**src/rtl/matrix_key_scanner.sv**
```systemverilog
// ============================================================================
// matrix_key_scanner
// ----------------------------------------------------------------------------
// Reads a 4x4 matrix keypad. One row at a time is driven low, the active-low
// column inputs are sampled at the end of that row's time slot, and the four
// row samples together form a frame. Each frame is classified as NONE,
// SINGLE or MULTI. A debounce FSM only accepts a press or release once the
// same classification has been seen for DEBOUNCE_FRAMES frames in a row.
// Every accepted press produces one key_valid pulse.
//
// Ports
//   clk          in   1  system clock, all logic on the rising edge
//   rst          in   1  synchronous reset, active-high
//   col_i        in   4  column inputs, active-low (pulled up), asynchronous
//   row_o        out  4  row drive, active-low one-hot
//   key_code     out  4  last accepted key = {row[1:0], col[1:0]}
//   key_valid    out  1  one-cycle pulse when a press is accepted
//   key_pressed  out  1  high from accept until the release is accepted
//   multi_key    out  1  high if the last completed frame saw more than 1 key
// ============================================================================
module matrix_key_scanner #(
    parameter int F_CLK           = 50000000,
    parameter int F_SCAN          = 1000,
    parameter int DEBOUNCE_FRAMES = 4
) (
    input  logic       clk,
    input  logic       rst,
    input  logic [3:0] col_i,
    output logic [3:0] row_o,
    output logic [3:0] key_code,
    output logic       key_valid,
    output logic       key_pressed,
    output logic       multi_key
);

    // One tick period is also the settle time for a newly driven row.
    localparam int TP     = F_CLK / F_SCAN;
    localparam int TICK_W = (TP > 1) ? $clog2(TP) : 1;
    localparam int CNT_W  = $clog2(DEBOUNCE_FRAMES + 1);

    localparam logic [TICK_W-1:0] TICK_LAST  = TICK_W'(TP - 1);
    localparam logic [CNT_W-1:0]  CNT_TARGET = CNT_W'(DEBOUNCE_FRAMES);
    localparam logic [CNT_W-1:0]  CNT_ONE    = CNT_W'(1);

    // With a single-frame debounce the very first qualifying frame decides.
    localparam bit FIRST_FRAME_DECIDES = (DEBOUNCE_FRAMES <= 1);

    typedef enum logic [1:0] {
        IDLE    = 2'd0,
        CAND    = 2'd1,
        PRESSED = 2'd2,
        REL     = 2'd3
    } state_t;

    typedef enum logic [1:0] {
        FR_NONE   = 2'd0,
        FR_SINGLE = 2'd1,
        FR_MULTI  = 2'd2
    } frame_t;

    // ------------------------------------------------------------------
    // Signals
    // ------------------------------------------------------------------
    logic [3:0]        col_meta;
    logic [3:0]        col_sync;

    logic [TICK_W-1:0] tick_cnt;
    logic              tick;

    logic [1:0]        row_ptr;
    logic [1:0]        next_ptr;

    // Keys seen so far in this frame, saturating at 2 (0, 1 or "many").
    logic [1:0]        acc_cnt;
    logic [3:0]        acc_code;

    logic [3:0]        row_keys;
    logic [2:0]        row_hits;
    logic [1:0]        row_col;
    logic [2:0]        hits_sum;
    logic [1:0]        next_cnt;
    logic [3:0]        next_code;
    logic              frame_end;
    frame_t            frame_res;

    state_t            state;
    logic [CNT_W-1:0]  deb_cnt;
    logic [CNT_W-1:0]  cnt_inc;
    logic [3:0]        cand;

    // ------------------------------------------------------------------
    // Two-flop synchronizer. Columns idle high, so reset to "no key".
    // ------------------------------------------------------------------
    always_ff @(posedge clk) begin
        if (rst) begin
            col_meta <= 4'hF;
            col_sync <= 4'hF;
        end else begin
            col_meta <= col_i;
            col_sync <= col_meta;
        end
    end

    // ------------------------------------------------------------------
    // Row-step tick: fires on the last cycle of every TP-cycle slot.
    // ------------------------------------------------------------------
    assign tick = (tick_cnt == TICK_LAST);

    always_ff @(posedge clk) begin
        if (rst) begin
            tick_cnt <= '0;
        end else if (tick) begin
            tick_cnt <= '0;
        end else begin
            tick_cnt <= tick_cnt + TICK_W'(1);
        end
    end

    // ------------------------------------------------------------------
    // Current-row decode. The lowest pressed column supplies the code; it
    // only matters when the whole frame ends up with exactly one key.
    // ------------------------------------------------------------------
    assign row_keys = ~col_sync;

    always_comb begin
        row_hits = '0;
        row_col  = '0;
        for (int c = 3; c >= 0; c--) begin
            if (row_keys[c]) begin
                row_hits = row_hits + 3'd1;
                row_col  = 2'(c);
            end
        end
    end

    // Merge this row into the frame accumulator (result used on tick only).
    assign hits_sum  = {1'b0, acc_cnt} + row_hits;
    assign next_cnt  = (hits_sum >= 3'd2) ? 2'd2 : hits_sum[1:0];
    assign next_code = (acc_cnt == 2'd0) ? {row_ptr, row_col} : acc_code;
    assign frame_end = tick && (row_ptr == 2'd3);
    assign next_ptr  = row_ptr + 2'd1;

    always_comb begin
        frame_res = FR_NONE;
        if (next_cnt == 2'd1) begin
            frame_res = FR_SINGLE;
        end else if (next_cnt == 2'd2) begin
            frame_res = FR_MULTI;
        end
    end

    // ------------------------------------------------------------------
    // Row scanning and frame accumulation. The sample for a row is taken
    // on the same tick that moves the drive to the next row, so each row
    // has had a full tick period to settle before it is read.
    // ------------------------------------------------------------------
    always_ff @(posedge clk) begin
        if (rst) begin
            row_ptr  <= 2'd0;
            row_o    <= 4'b1110;
            acc_cnt  <= 2'd0;
            acc_code <= 4'd0;
        end else if (tick) begin
            row_ptr <= next_ptr;
            row_o   <= ~(4'b0001 << next_ptr);
            if (frame_end) begin
                acc_cnt  <= 2'd0;
                acc_code <= 4'd0;
            end else begin
                acc_cnt  <= next_cnt;
                acc_code <= next_code;
            end
        end
    end

    // Debounce counter increment that holds at the target instead of wrapping.
    assign cnt_inc = (deb_cnt >= CNT_TARGET) ? deb_cnt : (deb_cnt + CNT_ONE);

    // ------------------------------------------------------------------
    // Debounce FSM with registered outputs, stepped once per frame.
    // A different single key while a candidate is pending drops back to
    // IDLE rather than restarting on the new key, so a rolling press has
    // to settle before anything is reported.
    // ------------------------------------------------------------------
    always_ff @(posedge clk) begin
        if (rst) begin
            state       <= IDLE;
            deb_cnt     <= '0;
            cand        <= 4'd0;
            key_code    <= 4'd0;
            key_valid   <= 1'b0;
            key_pressed <= 1'b0;
            multi_key   <= 1'b0;
        end else begin
            key_valid <= 1'b0;
            if (frame_end) begin
                multi_key <= (frame_res == FR_MULTI);
                case (state)
                    IDLE: begin
                        if (frame_res == FR_SINGLE) begin
                            cand <= next_code;
                            if (FIRST_FRAME_DECIDES) begin
                                state       <= PRESSED;
                                deb_cnt     <= '0;
                                key_code    <= next_code;
                                key_valid   <= 1'b1;
                                key_pressed <= 1'b1;
                            end else begin
                                state   <= CAND;
                                deb_cnt <= CNT_ONE;
                            end
                        end
                    end

                    CAND: begin
                        if ((frame_res == FR_SINGLE) && (next_code == cand)) begin
                            if (cnt_inc >= CNT_TARGET) begin
                                state       <= PRESSED;
                                deb_cnt     <= '0;
                                key_code    <= cand;
                                key_valid   <= 1'b1;
                                key_pressed <= 1'b1;
                            end else begin
                                deb_cnt <= cnt_inc;
                            end
                        end else begin
                            state   <= IDLE;
                            deb_cnt <= '0;
                        end
                    end

                    PRESSED: begin
                        if (frame_res == FR_NONE) begin
                            if (FIRST_FRAME_DECIDES) begin
                                state       <= IDLE;
                                deb_cnt     <= '0;
                                key_pressed <= 1'b0;
                            end else begin
                                state   <= REL;
                                deb_cnt <= CNT_ONE;
                            end
                        end
                    end

                    REL: begin
                        if (frame_res == FR_NONE) begin
                            if (cnt_inc >= CNT_TARGET) begin
                                state       <= IDLE;
                                deb_cnt     <= '0;
                                key_pressed <= 1'b0;
                            end else begin
                                deb_cnt <= cnt_inc;
                            end
                        end else begin
                            // Contact bounce during release: still held.
                            state   <= PRESSED;
                            deb_cnt <= '0;
                        end
                    end

                    default: begin
                        state   <= IDLE;
                        deb_cnt <= '0;
                    end
                endcase
            end
        end
    end

endmodule

```
**config.mk**
```make
export PLATFORM = sky130hd
export DESIGN_NAME = matrix_key_scanner
export DESIGN_NICKNAME = d
export VERILOG_FILES = /design/src/rtl/matrix_key_scanner.sv
export SDC_FILE = /design/constraint.sdc
export NUM_CORES = 1
export LEC_CHECK = 0
export CORE_ASPECT_RATIO = 1.4
export CORE_MARGIN = 3
export CORE_UTILIZATION = 40
export DETAILED_ROUTE_END_ITERATION = 12
export MAX_ROUTING_LAYER = met4
export PLACE_DENSITY = 0.68
export SETUP_SLACK_MARGIN = 0.02
export SYNTH_ARGS = -nofsm -noshare
export SYNTH_HDL_FRONTEND = slang
export SYNTH_SLANG_ARGS = --single-unit
```
**constraint.sdc**
```tcl
create_clock -name clk -period 4.8 [get_ports clk]
set_input_delay 0.96 -clock clk [delete_from_list [all_inputs] [get_ports clk]]
set_output_delay 0.96 -clock clk [all_outputs]
set_load 0.01 [all_outputs]
```
* Word-level counts from Yosys, hierarchy flattened *
Cells that the tools add are included.

word-level totals
  register bits = 52
  input port bits = 6
  output and inout port bits = 11
  word-level logic and storage cells = 95

operators by class
  add/subtract/negate cells = 7
  order comparisons = 3
  equality and inequality tests = 18
  shifts and indexed selects = 1
  muxes and demuxes = 34
  bitwise logic cells = 5
  reduce and logical (&&, ||, !) cells = 13

operators with widths
  cell                   count
  $mux 2                 14
  $mux 3                 9
  $add 16x1->16 const B  1
  $eq 16x16->1 const B   1
  $add 3x1->3 const B    4
  $ne 2x2->1 const B     6
  $pmux 3 s4             1
  $eq 2x2->1 const B     5
  $mux 4                 2
  $not 4->4              2
  $pmux 2 s4             1
  $eq 2x1->1 const B     3
  $ge 3x3->1 const B     2
  $logic_not 2->1        3
  $mux 1                 6
  $ne 3x3->1 const B     2
  $reduce_and 3->1       2
  $reduce_and 6->1       1
  $reduce_and 5->1       1
  $eq 4x4->1             1
  $reduce_and 4->1       1
  $reduce_or 4->1        1
  $shl 1x2->4 const A    1
  $add 2x3->3            1
  other kinds (7)        10

* Depth between registers and ports, before layout *
  depth after elaboration = 18
  gate-level depth with buffers = 15
  gate-level depth less buffers = 15

* Worst setup path before layout *
Ideal clock, no wire load.

  kind = register to register
  from = register col_sync[2]
  to = register deb_cnt[0]
  setup time = 0.081 ns
  arrival time = 3.510 ns
  required time = 4.719 ns
  path slack = 1.209 ns
  cell stages (with the launch flop) = 15
  path buffers = 0
  clock period less this slack = 3.591 ns
  cell sequence = dfxtp_1 -> inv_1 -> ha_1 -> xnor2_1 -> ha_1 -> mux2_2 -> fa_1 -> xnor3_1 -> nor2_1 -> nand2_1 -> ha_1 -> and2_1 -> o31ai_2 -> a221o_1 -> a41oi_1

on the way
  cells in the longest elaborated chain, start to end = 16
  elaborated cells between the ends (all ways) = 27
  classes of those cells = 3 x add/sub; 1 x order compare; 6 x eq/ne; 13 x mux; 1 x bitwise; 3 x reduce/logical

ends and longest elaborated chain
  what                      RTL line  source
  start: declaration        65        logic [3:0] col_sync;
  start signal: assignment  100       col_sync <= col_meta;
  $not 4->4 (*)             123       assign row_keys = ~col_sync;
  $mux 3                    129       if (row_keys[c]) begin
  $add 3x1->3               130       row_hits = row_hits + 3'd1;
  $mux 3                    129
  $add 3x1->3               130
  $mux 3                    129
  $add 2x3->3               137       assign hits_sum = {1'b0, acc_cnt} + row_hits;
  $ge 3x2->1                138       assign next_cnt = (hits_sum >= 3'd2) ? 2'd2 : hits_sum[1:0];
  $mux 2                    138
  $eq 2x2->1                147       end else if (next_cnt == 2'd2) begin
  $mux 2                    147
  $mux 2                    145       if (next_cnt == 2'd1) begin
  $eq 2x1->1                200, 216
  $logic_and 1x1->1         216       if ((frame_res == FR_SINGLE) && (next_code == cand)) begin
  $mux 3                    216
  $pmux 3 s4                198       case (state)
  end signal: assignment    224       deb_cnt <= cnt_inc;
  end signal: assignment    252       deb_cnt <= cnt_inc;
  end: declaration          87        logic [CNT_W-1:0] deb_cnt;

Every way passes the cells marked *; elsewhere a longest branch is shown, timed or not.
A chain may end at the register's enable or synchronous reset.

* Worst setup path after layout *
Ends and elaborated chain as after synthesis.

==> flow_metrics.py <==
metrics = {
    "status": {
        "outcome": "finished clean",
    },
    "layout": {
        "drive_gt1_share_pct": 8.11,
        "final_cell_area_sq_um": 2850,
        "layout.nets": 316,
        "antennaDiodeCount": 0,
        "n_fill_cell": 590,
        "areaGrowthSynthToFinish_pct": 11.4,
        "postLayoutCoreUtil_pct": 47.3,
    },
    "clocking": {
        "cts-root-buf": "clkbuf_8",
        "post-cts-setup-buffer-count": 0,
        "cts.htree.levels": 2,
        "clock_latency_ns": 0.30,
        "clock_sinks": 52,
        "clk_pin_slew_ns": 0.09,
        "cts_hold_buffers": 0,
        "clk_path_buf_depth": 2,
        "cts_buffers": 5,
        "post_cts_resize_count": 0,
        "cts_tree": "done",
    },
    "synthesis": {
        "synth_common_cells": "dfxtp_1, nor2_1, nand3_1",
        "synthDistinctLibCells": 49,
        "ys_seq_area_share_pct": 40.7,
        "syn_nets": 305,
        "synth_adder_area_share_pct": 7.62,
        "yosys-top-cells-area": "dfxtp_1, ha_1, nor2_1, xnor2_1, nand3_1",
        "synthArstFlopShare_pct": 0,
        "ys_ff_latch": 52,
        "syn-cell-area_sq_um": 2560,
        "netlist_instances": 284,
        "synth_xor_area_share_pct": 7.38,
        "synthMuxAreaShare_pct": 3.23,
        "synth_edf_count": 0,
        "synth.avg_cell_area_sq_um": 9.01,
        "synth_top_cell_by_area": "dfxtp_1",
        "synth_flop_cell": "dfxtp_1",
        "synth_top_area_share_pct": 40.7,
        "yosys.cell_count.top_type": "dfxtp_1",
        "synth_compound_area_share_pct": 10.4,
        "ys_warn_count": 0,
        "synth-simple-area-share_pct": 27.1,
        "synth_top_family_by_area": "simple AND/OR/NAND/NOR gates",
    },
    "placed_design": {
        "dp_hpwl_microns": 3560,
        "gp_congestion": 0.834,
        "dp_slack_ns": 0.958,
        "place_area_sq_um": 2760,
        "port_buffers": 16,
    },
    "setup_path": {
        "worstSetupPathType": "reg2reg",
        "crit_path_end_kind": "flop",
        "r2r_start": "col_sync[2]",
        "path_common_cell": "ha_1",
        "critPathRequiredTime_ns": 5.03,
        "cp-startpoint": "col_sync[2]",
        "cpPeakStageDelay_ns": 0.42,
        "critPathMaxFanout": 4,
        "cp_cell_sequence": "inv_1 -> ha_1 -> xnor2_1 -> ha_1 -> mux2_2 -> fa_1 -> xnor3_1 -> nor2_1 -> nand2_1 -> ha_1 -> and2_1 -> o31ai_2 -> a221o_1 -> a41oi_1",
        "arrival_ns": 4.09,
        "cp-start-kind": "flop",
        "cp_slowest_cell": "xnor3_1",
    },
    "power_and_ir_drop": {
        "power.leakage_uw": 0.00113,
        "powerDensity_nw_per_um2": 261,
        "ir_drop_uv": 176,
    },
    "sta": {
        "tightest_slew_ns": 0.765,
        "fin_crit_sh_pct": 80.4,
        "slew_headroom_pct": 48.6,
        "setup_slack_ns": 0.941,
        "hold_viol_final": 0,
        "drv_slew": 0,
        "fin_skew_ns": 0.00975,
        "setup_tns_ns": 0,
        "fin_crit_ns": 3.86,
        "setup_viol": 0,
        "rsz0062_at_grt": "false",
        "fmax_mhz": 259,
    },
    "global_routing": {
        "grt_overflow": 0,
        "grt_pass1_vias": 1872,
        "grt_pass1_wl_microns": 8180,
        "track_usage_pct": 14.1,
        "grt_antenna_before_repair": 0,
        "grt_max_degree": 23,
    },
    "detailed_routing": {
        "drt_first_pass_iters": 4,
        "route.detailed.drc": 0,
        "wl_met2_microns": 2550,
        "postRouteAntennaNets": 0,
        "vias": 1975,
        "drt_wl_total_microns": 4850,
        "first_iter_violations": 88,
        "wl_per_cell_microns": 13.2,
        "via_per_inst": 5.40,
        "highest_layer": "met4",
        "drt-met1-wl_microns": 2140,
        "met3_length_microns": 126,
    },
    "min_path": {
        "hp-start": "col_meta[1]",
        "hp-class": "reg2reg",
    },
    "die": {
        "fp.dieH_microns": 101,
        "initial_core_util_pct": 42.5,
        "dieWidth_microns": 73.6,
        "core-area_sq_um": 6030,
        "dieArea_sq_um": 7410,
        "rows": 33,
        "io_pins": 17,
    },
    "run": {
        "maxCapViolations": 0,
    },
}
critical path: cells and delay by family (launching register included):
kind / cells / cell delay [ns]
multiplexers: 1 / 0.27
buffers and inverters: 1 / 0.06
AO/OA/AOI/OAI: 3 / 0.61
flip-flops: 1 / 0.39
XOR/XNOR: 2 / 0.68
AND/OR/NAND/NOR: 3 / 0.47
adder cells (fa/ha/maj): 4 / 1.29
registers in the layout (all words and copies together), names as in the netlist:
signal	cells
multi_key	1
cand	4
state	2
tick_cnt	16
row_ptr	2
col_meta	4
acc_cnt	2
key_code	4
key_valid	1
row_o	4
key_pressed	1
acc_code	4
col_sync	4
deb_cnt	3
kinds of logic (layout without fill, tap and decap cells):
logic type | after synthesis | in the layout
adder cells (fa/ha/maj) | 15 | 15
AO/OA/AOI/OAI | 42 | 42
multiplexers | 8 | 8
AND/OR/NAND/NOR | 123 | 123
XOR/XNOR | 20 | 20
flip-flops | 52 | 52
buffers and inverters | 24 | 36
routing by layer:
layer,track usage (%),vias to the layer above
met5,-,-
met4,4.46,0
met3,3.09,2
met2,24.5,26
met1,15.7,940
li1,-,1007
area by class of cell:
type	count	area, sq um	area share [%]
inverter	11	41.3	1.45
timing repair buffer	17	168	5.88
multi-input combinational	208	1430	50.0
clock buffer	8	90.1	3.16
sequential	52	1040	36.5
tap	70	87.6	3.07
report_power, final:
part	internal (uW)	switching [uW]
clock network	118	137
registers	436	3.77
logic	21.9	28.3
total	576	169
per-stage QoR:
step,total power (uW),hold slack [ns],std cells
final,745,0.415,366
after global routing,774,0.427,366
after CTS,754,0.419,366
after detailed placement,501,0.396,358
after global placement,499,0.397,358
after floorplan,486,0.389,284
final timing paths:
kind | to | slack, ns | cells after the start
max | deb_cnt[0] | 0.94 | 14
min | col_sync[1] | 0.41 | 1
max reg2reg | deb_cnt[0] | 0.94 | 14
min reg2reg | col_sync[1] | 0.41 | 1
placed cells by master, fill, tap and decap left out, drive strengths merged, types with 2 or more instances in the layout:
master / Yosys / layout
nor2b: 2 / 2
or2: 11 / 11
a211o: 3 / 3
nor3: 2 / 2
and2: 2 / 2
clkbuf: 11 / 8
nand3b: 5 / 5
mux2i: 6 / 6
dfxtp: 52 / 52
nand3: 19 / 19
a22oi: 3 / 3
mux2: 2 / 2
nor4: 3 / 3
nand2b: 4 / 4
o21a: 2 / 2
xor2: 7 / 7
a31oi: 3 / 3
nand2: 14 / 14
nand4: 4 / 4
or3: 3 / 3
xnor2: 12 / 12
o21ai: 12 / 12
inv: 11 / 11
nor2: 34 / 34
and3: 11 / 11
clkdlybuf4s50: 0 / 16
nor4b: 2 / 2
a21oi: 12 / 12
ha: 14 / 14
Note: power is estimated with default switching activity, not from simulation.
